<file path="src/rtl/mips_pkg.sv">
// rtl/mips_pkg.sv - shared fetch-stage types and constants
package mips_pkg;

  typedef enum logic [1:0] {
    ST_FETCH   = 2'd0,
    ST_HOLD    = 2'd1,
    ST_DISCARD = 2'd2
  } fetch_state_e;

  localparam logic [31:0] NOP_INSTR        = 32'h0000_0000;
  localparam logic [31:0] DEFAULT_RESET_PC = 32'h0000_0000;

  function automatic logic [31:0] word_align(input logic [31:0] addr);
    return addr & ~32'h3;
  endfunction

endpackage

</file>
<file path="src/rtl/if_hold_buf.sv">
// rtl/if_hold_buf.sv - {pc_four, instr} holding register for stalled fetches
module if_hold_buf (
  input  logic        clk,
  input  logic        rst,
  input  logic        ld,
  input  logic [63:0] d,
  output logic [63:0] q
);

  logic [63:0] data_q;
  logic [63:0] data_d;

  always_comb begin
    data_d = data_q;
    if (ld) data_d = d;
  end

  always_ff @(posedge clk or posedge rst) begin
    if (rst) data_q <= '0;
    else     data_q <= data_d;
  end

  assign q = data_q;

endmodule

</file>
<file path="src/rtl/if_fetch.sv">
// rtl/if_fetch.sv - MIPS instruction-fetch stage: PC, imem handshake, stall and redirect handling
module if_fetch
  import mips_pkg::*;
#(
  parameter logic [31:0] RESET_PC = DEFAULT_RESET_PC
) (
  input  logic        clk,
  input  logic        rst,
  input  logic        pcwrite,
  input  logic        redirect,
  input  logic [31:0] redirect_pc,
  output logic        imem_req,
  output logic [31:0] imem_addr,
  input  logic        imem_ready,
  input  logic [31:0] imem_rdata,
  output logic [31:0] pc_four_1,
  output logic [31:0] instr_1,
  output logic        ifwrite,
  output logic        if_flush
);

  fetch_state_e state_q, state_d;
  logic [31:0]  pc_q, pc_d;
  logic [31:0]  tgt_q, tgt_d;
  logic         hold_ld;
  logic [63:0]  hold_q;
  logic [31:0]  pc_plus4;
  logic [31:0]  redir_al;
  logic         instr_valid;

  assign pc_plus4 = pc_q + 32'd4;
  assign redir_al = word_align(redirect_pc);

  if_hold_buf u_hold_buf (
    .clk (clk),
    .rst (rst),
    .ld  (hold_ld),
    .d   ({pc_plus4, imem_rdata}),
    .q   (hold_q)
  );

  always_comb begin
    state_d = state_q;
    pc_d    = pc_q;
    tgt_d   = tgt_q;
    hold_ld = 1'b0;
    case (state_q)
      ST_FETCH: begin
        if (redirect) begin
          if (imem_ready) begin
            pc_d = redir_al;
          end else begin
            tgt_d   = redir_al;
            state_d = ST_DISCARD;
          end
        end else if (imem_ready) begin
          if (pcwrite) begin
            pc_d = pc_plus4;
          end else begin
            hold_ld = 1'b1;
            state_d = ST_HOLD;
          end
        end
      end
      ST_HOLD: begin
        // pc_q still addresses the held instruction, so pc+4 is the fall-through
        if (redirect) begin
          pc_d    = redir_al;
          state_d = ST_FETCH;
        end else if (pcwrite) begin
          pc_d    = pc_plus4;
          state_d = ST_FETCH;
        end
      end
      ST_DISCARD: begin
        if (imem_ready) begin
          pc_d    = redirect ? redir_al : tgt_q;
          state_d = ST_FETCH;
        end else if (redirect) begin
          tgt_d = redir_al;
        end
      end
      default: begin
        state_d = ST_FETCH;
      end
    endcase
  end

  always_ff @(posedge clk or posedge rst) begin
    if (rst) begin
      state_q <= ST_FETCH;
      pc_q    <= RESET_PC;
      tgt_q   <= '0;
    end else begin
      state_q <= state_d;
      pc_q    <= pc_d;
      tgt_q   <= tgt_d;
    end
  end

  always_comb begin
    instr_valid = 1'b0;
    pc_four_1   = 32'h0;
    instr_1     = NOP_INSTR;
    case (state_q)
      ST_FETCH: instr_valid = imem_ready;
      ST_HOLD:  instr_valid = 1'b1;
      default:  instr_valid = 1'b0;
    endcase
    // outputs stay quiet while reset is held, even if memory answers
    if (rst) instr_valid = 1'b0;
    if (instr_valid) begin
      if (state_q == ST_HOLD) begin
        pc_four_1 = hold_q[63:32];
        instr_1   = hold_q[31:0];
      end else begin
        pc_four_1 = pc_plus4;
        instr_1   = imem_rdata;
      end
    end
  end

  assign imem_addr = pc_q;
  assign imem_req  = (state_q != ST_HOLD);
  assign ifwrite   = instr_valid & pcwrite & ~redirect;
  assign if_flush  = redirect & ~rst;

endmodule
</file>
<file path="config.mk">
export PLATFORM = sky130hd
export DESIGN_NAME = if_fetch
export DESIGN_NICKNAME = d
export VERILOG_FILES = /design/src/rtl/mips_pkg.sv /design/src/rtl/if_hold_buf.sv /design/src/rtl/if_fetch.sv
export SDC_FILE = /design/constraint.sdc
export NUM_CORES = 1
export LEC_CHECK = 0
export ABC_AREA = 1
export CAP_MARGIN = 20
export CORE_UTILIZATION = 30
export DETAILED_ROUTE_END_ITERATION = 12
export PLACE_DENSITY = 0.56
export SLEW_MARGIN = 25
export SYNTH_ARGS = -nofsm -noshare
export SYNTH_HDL_FRONTEND = slang
export SYNTH_SLANG_ARGS = --single-unit
</file>
<file path="constraint.sdc">
create_clock -name clk -period 5.5 [get_ports clk]
set_input_delay 1.1 -clock clk [delete_from_list [all_inputs] [get_ports clk]]
set_output_delay 1.1 -clock clk [all_outputs]
set_load 0.02 [all_outputs]
</file>
# Word level (Yosys, flattened, before mapping)
# Index checks and enable logic that the tools add are counted.
# op_classes
add_sub_neg	1
multipliers	0
n_div	0
order_cmp	0
eq_ne	12
shift	0
mux	30
bitwise_logic	5
n_reduce_logical	6
# op_table
op	count
32-bit two-way mux	14
32-bit case mux with 3 select lines	1
32-bit case mux with 2 select lines	1
32-bit by 3-bit adder with 32-bit output (second input constant)	1
2-bit two-way mux	7
3-bit != test (second input constant)	4
2-bit != test (second input constant)	5
2-bit case mux with 3 select lines	1
1-bit two-way mux	5
5-bit AND reduction	1
4-bit AND reduction	1
1-bit AND	3
3-bit AND reduction	1
3-bit nonzero test	1
2-bit by 1-bit equality test with 1-bit output (second input constant)	1
2-bit equality test (second input constant)	1
2-bit logical NOT	1
2-bit by 1-bit != test with 1-bit output (second input constant)	1
1-bit inverter	2
1-bit case mux with 2 select lines	1
2-bit nonzero test	1
# totals
ff_bits	130
latchBits	0
mem_bits_rw	0
romBits	0
elab_cells	58
memories	0

# Depth between registers and ports, before layout
# Gate-level depths: netlist of the first run.
# depth
depth_word	5
ltp_mapped	12
ltp_nobuf	12

# Hierarchy
# From an unflattened synthesis of the first run, not the netlist that was laid out.
# unflattened
hier_cells	1165
hier_area_um2	8030.2
# by_module_without_submodules
module	instances	cells_each	area_per_inst_um2	seq_area_each_um2
if_fetch	1	894	5580.4	1651.6
if_hold_buf	1	271	2449.8	1601.5

# Worst setup path after synthesis of the first run
# Ideal clock, no wire load.
# synth_path
path_kind	input -> output
start	input imem_ready
end	output pc_four_1[2]
arrival_time_ns	2.241
required_time_ns	4.400
slack_ns	2.159
stages	5
path_cell_list	nor2_1 nor3_1 buf_2 clkinv_1 a211oi_1
# synth_between
elab_chain_len	3
# synth_rtl
element	line_no	source
from (decl)	if_fetch.sv:14	input logic imem_ready,
1-bit case mux with 2 select lines	if_fetch.sv:105	case (state_q)
1-bit two-way mux	if_fetch.sv:111	if (rst) instr_valid = 1'b0;
32-bit two-way mux	if_fetch.sv:112	if (instr_valid) begin
to (decl)	if_fetch.sv:16	output logic [31:0] pc_four_1,
# No other way between the ends.

# Final worst setup path of the first run
# layout_path
start	input rst
end	output pc_four_1[20]
# layout_between
elab_chain_len	2
# layout_rtl
element	line_no	source
from (decl)	if_fetch.sv:8	input logic rst,
1-bit two-way mux	if_fetch.sv:111	
32-bit two-way mux	if_fetch.sv:112	
# No other way between the ends.

==> summary.txt, run 1 <==
STA
  • Slew @ Worst Pin: 0.8895 ns
  • Hold Vio Cnt, Final: 0
  • Max frequency: 220.9 MHz
  • Final worst slack: 0.9722 ns
  • Clock skew: 0.01336 ns
  • RSZ-0062 raised after global routing: no
  • Min cycle time layout: 4.528 ns
  • Final setup viols: 0
  • Crit share post-route: 0.8232
  • Slew headroom: 0.4070
  • Slew Limit Fails: 0
  • Setup TNS: 0 ns

GRT
  • First-pass GRT wire length: 36940 um
  • Largest net degree at the start of global routing: 82
  • Initial antenna violation count: 0
  • Gr ovfl total: 0
  • Vias in the first global route: 6738
  • Total Routing Usage GR: 0.1829

Synth
  • Top-area cell type share of the netlist area: 0.4348
  • Synth warn: 0
  • Synth area leaders: dfrtp_1, nand2_1, o21ai_0, a21oi_1, inv_1
  • Cells after Synth: 1056
  • Async set-reset flop share out of synthesis: 1.000
  • Post-synth cell types: 36
  • Yosys reg bits: 130
  • Synth Cell Area: 0.007482 mm2
  • EDFF count, synth: 0
  • Synth area leader: dfrtp_1
  • Most frequent cells after synthesis: nand2_1, dfrtp_1, o21ai_0
  • Sequential-to-total area share from yosys stat: 0.4348
  • Top_reg_cell synth: dfrtp_1
  • Most common cell in the synthesized netlist: nand2_1
  • Synth Net Count: 1126
  • Mean Syn Cell Area: 7.085 um2

Routing
  • Post-route ant nets: 0
  • Routed len/inst: 15.03 um
  • Vias per cell: 4.719
  • DRC: 0
  • Vias: 7201
  • TritonRoute pass-1 iters: 4
  • Routed Wire Length: 22930 um
  • Drt initial violations: 521

Worst setup path
  • CP arrival: 3.43 ns
  • R2R setup slack: 3.00 ns
  • Worst Setup Start Kind: input port
  • Critical path class: in -> out
  • WP data required: 4.40 ns
  • Worst path slowest cell: clkdlybuf4s50_1
  • Largest stage delay, worst path: 0.63 ns
  • Crit path top cell by count: clkdlybuf4s50_1
  • CP Max Fanout: 14
  • Worst R2R Path Depth: 8
  • Cell Chain, Critical Path: clkdlybuf4s50_1, nor3_2, buf_4, clkinv_1, a21oi_1, o21ai_0, inv_1, clkdlybuf4s50_1
  • Crit. End Element: output pin

CTS
  • Cts hold-fix bufs: 0
  • Clock buffer depth: 2
  • CTS tree: built
  • Post-CTS Setup Bufs: 0
  • Clock sinks: 130
  • H-tree levels: 4
  • Total CTS buffers: 17
  • Reg clk slew, reported paths: 0.06 ns
  • Post-CTS sizing: 0
  • Clock Latency Late Sink: 0.42 ns
  • CTS root buf: clkbuf_16

Placed design
  • Post-DP HPWL: 15510 um
  • IO Port Bufs: 165
  • Placer congestion estimate: 0.8377
  • Dpl ws: 0.9614 ns

Final layout
  • Area occupied by multi-input gates: 0.003510 mm2
  • # fillers: 2550
  • Fraction of layout cells with a size suffix above 1: 0.06489
  • Sequential cell area: 0.003253 mm2
  • Number of inserted diodes: 0
  • # nets final: 1259
  • Layout area overhead: 33.08%

Min path
  • Hold Path Class: reg -> reg
  • Hold depth: 2

Pwr
  • Pwr dens: 355.3 mW/mm2
  • Leakage power: 4.715 nW
  • Worst vdd ir: 0.1732 mV
  • Total power: 3.538 mW

Run
  • Max-cap violations: 0

Floorplan
  • Die height: 159.9 um
  • Die Area: 0.02558 mm2
  • I/O pin count: 168
  • Placeable Area: 0.02439 mm2
  • DIE WIDTH: 159.9 um
  • Initial Util: 0.3068
  • Std cell rows: 57

Outcome
  • Status: completed
==> registers in the layout, indices dropped and copies added, names as in the netlist <==
register and count:
u_hold_buf.q 64, tgt_q 32, state_q 2, imem_addr 32
==> area by class of cell <==
cell class | instances | area share
multi-input combinational | 753 | 0.3525
sequential | 130 | 0.3267
timing repair buffer | 175 | 0.1742
clock buffer | 17 | 0.04272
inverter | 112 | 0.04272
tap | 324 | 0.04071
clock inverter | 15 | 0.02048
==> metrics by stage <==
stage	util	area, um2	cells	hold WS [ns]
finish	0.4082	9957	1526	0.4728
global route	0.4082	9957	1526	0.4903
CTS	0.4082	9957	1526	0.4749
detailed placement	0.3824	9328	1494	0.4592
global placement	0.3823	9325	1494	0.4534
floorplan	-	7482	1056	0.4422
==> layer usage <==
metal,up-vias,global-route usage,part of all wire
met5,-,0,0
met4,0,0.05152,0.012
met1,3343,0.2652,0.50
li1,3635,-,-
met3,21,0.03325,0.045
met2,202,0.2765,0.45
==> worst paths after layout <==
| check | start | to |
|---|---|---|
| setup / recovery | rst | pc_four_1[20] |
| hold / removal | tgt_q[23]$_DFFE_PP0P_ | tgt_q[23]$_DFFE_PP0P_ |
| setup reg to reg | state_q[1]$_DFFE_PP0P_ | tgt_q[10]$_DFFE_PP0P_ |
| hold reg to reg | tgt_q[23]$_DFFE_PP0P_ | tgt_q[23]$_DFFE_PP0P_ |
| max in group asynchronous | rst | imem_addr[13]$_DFFE_PP0P_ |
| min in group asynchronous | rst | imem_addr[0]$_DFFE_PP0P_ |
==> cell usage in the layout, fill, tap and decap left out, drive strengths merged <==
cell type	n
bufinv	4
o211ai	19
clkdlybuf4s50	164
clkinvlp	1
nand2	364
dfrtp	130
clkinv	8
and2	2
ha	1
inv	114
o21ai	149
a31oi	3
nand3	9
buf	10
nor3	4
a21oi	95
a32oi	1
xor2	12
nand3b	8
clkbuf	18
nor2	77
nand4	1
xnor2	2
a211oi	2
a22oi	3
a221oi	1
==> power by group <==
part | internal, mW | switching (mW)
combinational | 0.386 | 0.597
clock | 0.763 | 0.461
sequential | 1.17 | 0.160
==> logic make-up after synthesis <==
family,synth area share
AND/OR/NAND/NOR,0.2548
buffers and inverters,0.09866
flip-flops,0.4348
adder cells (fa/ha/maj),0.001672
XOR/XNOR,0.01739
AO/OA/AOI/OAI,0.1926
==> critical path: cells and delay by family <==
kind | cells | cell delay [ns]
AND/OR/NAND/NOR | 1 | 0.22
AO/OA/AOI/OAI | 2 | 0.31
buffers and inverters | 5 | 1.79
No activity file was read; power rests on OpenSTA's default activity.
==> inputs of run 2 (changes only) <==
==> constraint.sdc (replaced) <==
create_clock -name clk -period 4.46 [get_ports clk]
set_input_delay 0.892 -clock clk [delete_from_list [all_inputs] [get_ports clk]]
set_output_delay 0.892 -clock clk [all_outputs]
set_load 0.02 [all_outputs]
==> run 2 against run 1 <==
  * Critical path depth down 1
  * Non-clock buffer count up 4
  * Design area is 0.24% higher
  * Flip-flop and latch count is the same
  * First-iteration DRC count is 11% lower
  * Register-to-register slack worse by 0.69 ns
  * Sequential power grew 23%
==> summary.txt, run 2 (same netlist as run 1, synthesis figures left out) <==
Worst setup path
  • Cell Chain, Critical Path: clkdlybuf4s50_1, nor3_2, clkinv_1, a21oi_1, o21ai_0, inv_1, clkdlybuf4s50_1 (was clkdlybuf4s50_1, nor3_2, buf_4, clkinv_1, a21oi_1, o21ai_0, inv_1, clkdlybuf4s50_1)
  • CP Max Fanout: 10 (was 14)
  • Largest stage delay, worst path: 0.63 ns (about the same)
  • CP arrival: 3.10 ns (was 3.43 ns)
  • Crit path top cell by count: clkdlybuf4s50_1 (unchanged)
  • Worst Setup SP: rst (unchanged)
  • Worst Setup Start Kind: input port (unchanged)
  • Worst path slowest cell: clkdlybuf4s50_1 (unchanged)
  • Buf/Inv on CP: 4 (was 5)
  • Critical path class: in -> out (unchanged)
  • Crit. End Element: output pin (unchanged)
  • WP data required: 3.57 ns (was 4.40 ns)
  • Worst r2r src: state_q[1]$_DFFE_PP0P_ (unchanged)
  • CP top delay family: buffers and inverters (unchanged)

Outcome
  • Status: completed (unchanged)

STA
  • Worst hold margin: 0.4703 ns (was 0.4728 ns)
  • Crit share post-route: 0.8950
  • Slew Limit Fails: 0 (unchanged)
  • RSZ-0062 raised after global routing: no (unchanged)
  • Final worst slack: 0.4683 ns (was 0.9722 ns)
  • Slew headroom: 0.4450 (was 0.4070)
  • Slew @ Worst Pin: 0.8313 ns (was 0.8895 ns)
  • Setup TNS: 0 ns (unchanged)
  • Hold Vio Cnt, Final: 0 (unchanged)
  • Clock skew: 0.007725 ns (was 0.01336 ns)
  • Max frequency: 250.5 MHz
  • Final setup viols: 0 (unchanged)
  • Min cycle time layout: 3.992 ns

Pwr
  • Total power: 4.321 mW (was 3.538 mW)
  • Leakage power: 4.717 nW (was 4.715 nW)
  • Pwr dens: 432.9 mW/mm2 (was 355.3 mW/mm2)
  • Worst vdd ir: 0.2055 mV (was 0.1732 mV)

GRT
  • Initial antenna violation count: 0 (unchanged)
  • First-pass GRT wire length: 36830 um (was 36940 um)
  • Total Routing Usage GR: 0.1833 (was 0.1829)
  • Vias in the first global route: 6702 (was 6738)
  • Largest net degree at the start of global routing: 82 (unchanged)
  • Gr ovfl total: 0 (unchanged)

Final layout
  • Fraction of layout cells with a size suffix above 1: 0.06799 (was 0.06489)
  • Area occupied by multi-input gates: 0.003510 mm2 (unchanged)
  • Max reg flops: 64 (unchanged)
  • # nets final: 1263 (was 1259)
  • Layout Cells excl Fill: 1530 (was 1526)
  • Most frequent cells in the layout: nand2_1, clkdlybuf4s50_1, dfrtp_1 (unchanged)
  • # fillers: 2527 (was 2550)
  • Final Cell Area: 0.009981 mm2 (was 0.009957 mm2)
  • Final core occ: 0.4092 (was 0.4082)
  • Sequential cell area: 0.003253 mm2 (unchanged)
  • Layout area overhead: 33.39% (was 33.08%)
  • Commonest non-fill, non-tap cell in the layout: nand2_1 (unchanged)
  • Number of inserted diodes: 0 (unchanged)

CTS
  • Clock Latency Late Sink: 0.43 ns (was 0.42 ns)
  • CTS root buf: clkbuf_16 (unchanged)
  • Post-CTS Setup Bufs: 0 (unchanged)
  • Reg clk slew, reported paths: 0.06 ns (about the same)
  • Clock buffer depth: 2 (unchanged)
  • Post-CTS sizing: 0 (unchanged)
  • Clock sinks: 130 (unchanged)
  • Cts hold-fix bufs: 0 (unchanged)
  • CTS tree: built (unchanged)
  • H-tree levels: 4 (unchanged)
  • Total CTS buffers: 17 (unchanged)

Floorplan
  • Die Area: 0.02558 mm2 (unchanged)
  • Placeable Area: 0.02439 mm2 (unchanged)
  • DIE WIDTH: 159.9 um (unchanged)
  • Initial Util: 0.3068 (unchanged)
  • Die height: 159.9 um (unchanged)
  • Std cell rows: 57 (unchanged)
  • I/O pin count: 168 (unchanged)

Min path
  • Hold Path Class: reg -> reg (unchanged)
  • Hold path startpoint: tgt_q[3]$_DFFE_PP0P_ (was tgt_q[23]$_DFFE_PP0P_)

Routing
  • DRC: 0 (unchanged)
  • Vias per cell: 4.658 (was 4.719)
  • Post-route ant nets: 0 (unchanged)
  • Vias: 7126 (was 7201)
  • Routed len/inst: 14.90 um (was 15.03 um)
  • Drt initial violations: 464 (was 521)
  • TritonRoute pass-1 iters: 5 (was 4)
  • Routed Wire Length: 22790 um (was 22930 um)

Placed design
  • Dpl ws: 0.4621 ns (was 0.9614 ns)
  • Cell total after placement: 1498 (was 1494)
  • Post-DP HPWL: 15530 um (was 15510 um)
  • Placer congestion estimate: 0.8309 (was 0.8377)
  • IO Port Bufs: 165 (unchanged)
  • Placed inst area: 0.009368 mm2 (was 0.009328 mm2)

Run
  • Max-cap violations: 0 (unchanged)
## run 2: cell count changes in the layout (fill, tap and decap cells not counted)
cell,before,now
bufinv_16,4,3
buf_12,1,2
clkinvlp_4,1,5
inv_2,5,6
clkinv_4,4,2
buf_4,9,12
inv_6,3,0
clkbuf_8,0,2
inv_4,2,1
## run 2: where the power goes
| group | switching [mW] | internal (mW) |
|---|---|---|
| clock | 0.558 | 0.906 |
| sequential | 0.199 | 1.44 |
| combinational | 0.735 | 0.480 |
| total | 1.49 | 2.83 |
## run 2: area by class of cell
cell class / instances / share of cell area
Clock buffer: 19 / 0.04538
Clock inverter: 13 / 0.01605
Inverter: 112 / 0.04237
Multi-Input combinational cell: 753 / 0.3516
Sequential cell: 130 / 0.3259
Tap cell: 324 / 0.04062
Timing Repair Buffer: 179 / 0.1780
## run 2: worst min-delay path, delay by kind of cell (launching register included)
kind | cells | cell delay [ns]
DFF | 1 | 0.34
and+or+nand+nor | 2 | 0.10
## run 2: worst paths after layout
path / to / slack, ns / depth (start not counted)
worst min register to register: tgt_q[3]$_DFFE_PP0P_ / 0.47 / 2
worst max-delay path: pc_four_1[26] / 0.47 / 7
max in group asynchronous: u_hold_buf.q[19]$_DFFE_PP0P_ / 2.69 / 3
min in group asynchronous: tgt_q[0]$_DFFE_PP0P_ / 0.94 / 2
worst min-delay path: tgt_q[3]$_DFFE_PP0P_ / 0.47 / 2
worst max register to register: imem_addr[7]$_DFFE_PP0P_ / 2.31 / 6
## run 2: routing by layer
metal / global-route usage / part of all wire / vias to the layer above
met4: 0.05801 / 0.017 / 0
li1: - / - / 3643
met1: 0.2600 / 0.49 / 3274
met5: 0 / 0 / -
met3: 0.03403 / 0.045 / 29
met2: 0.2808 / 0.45 / 180
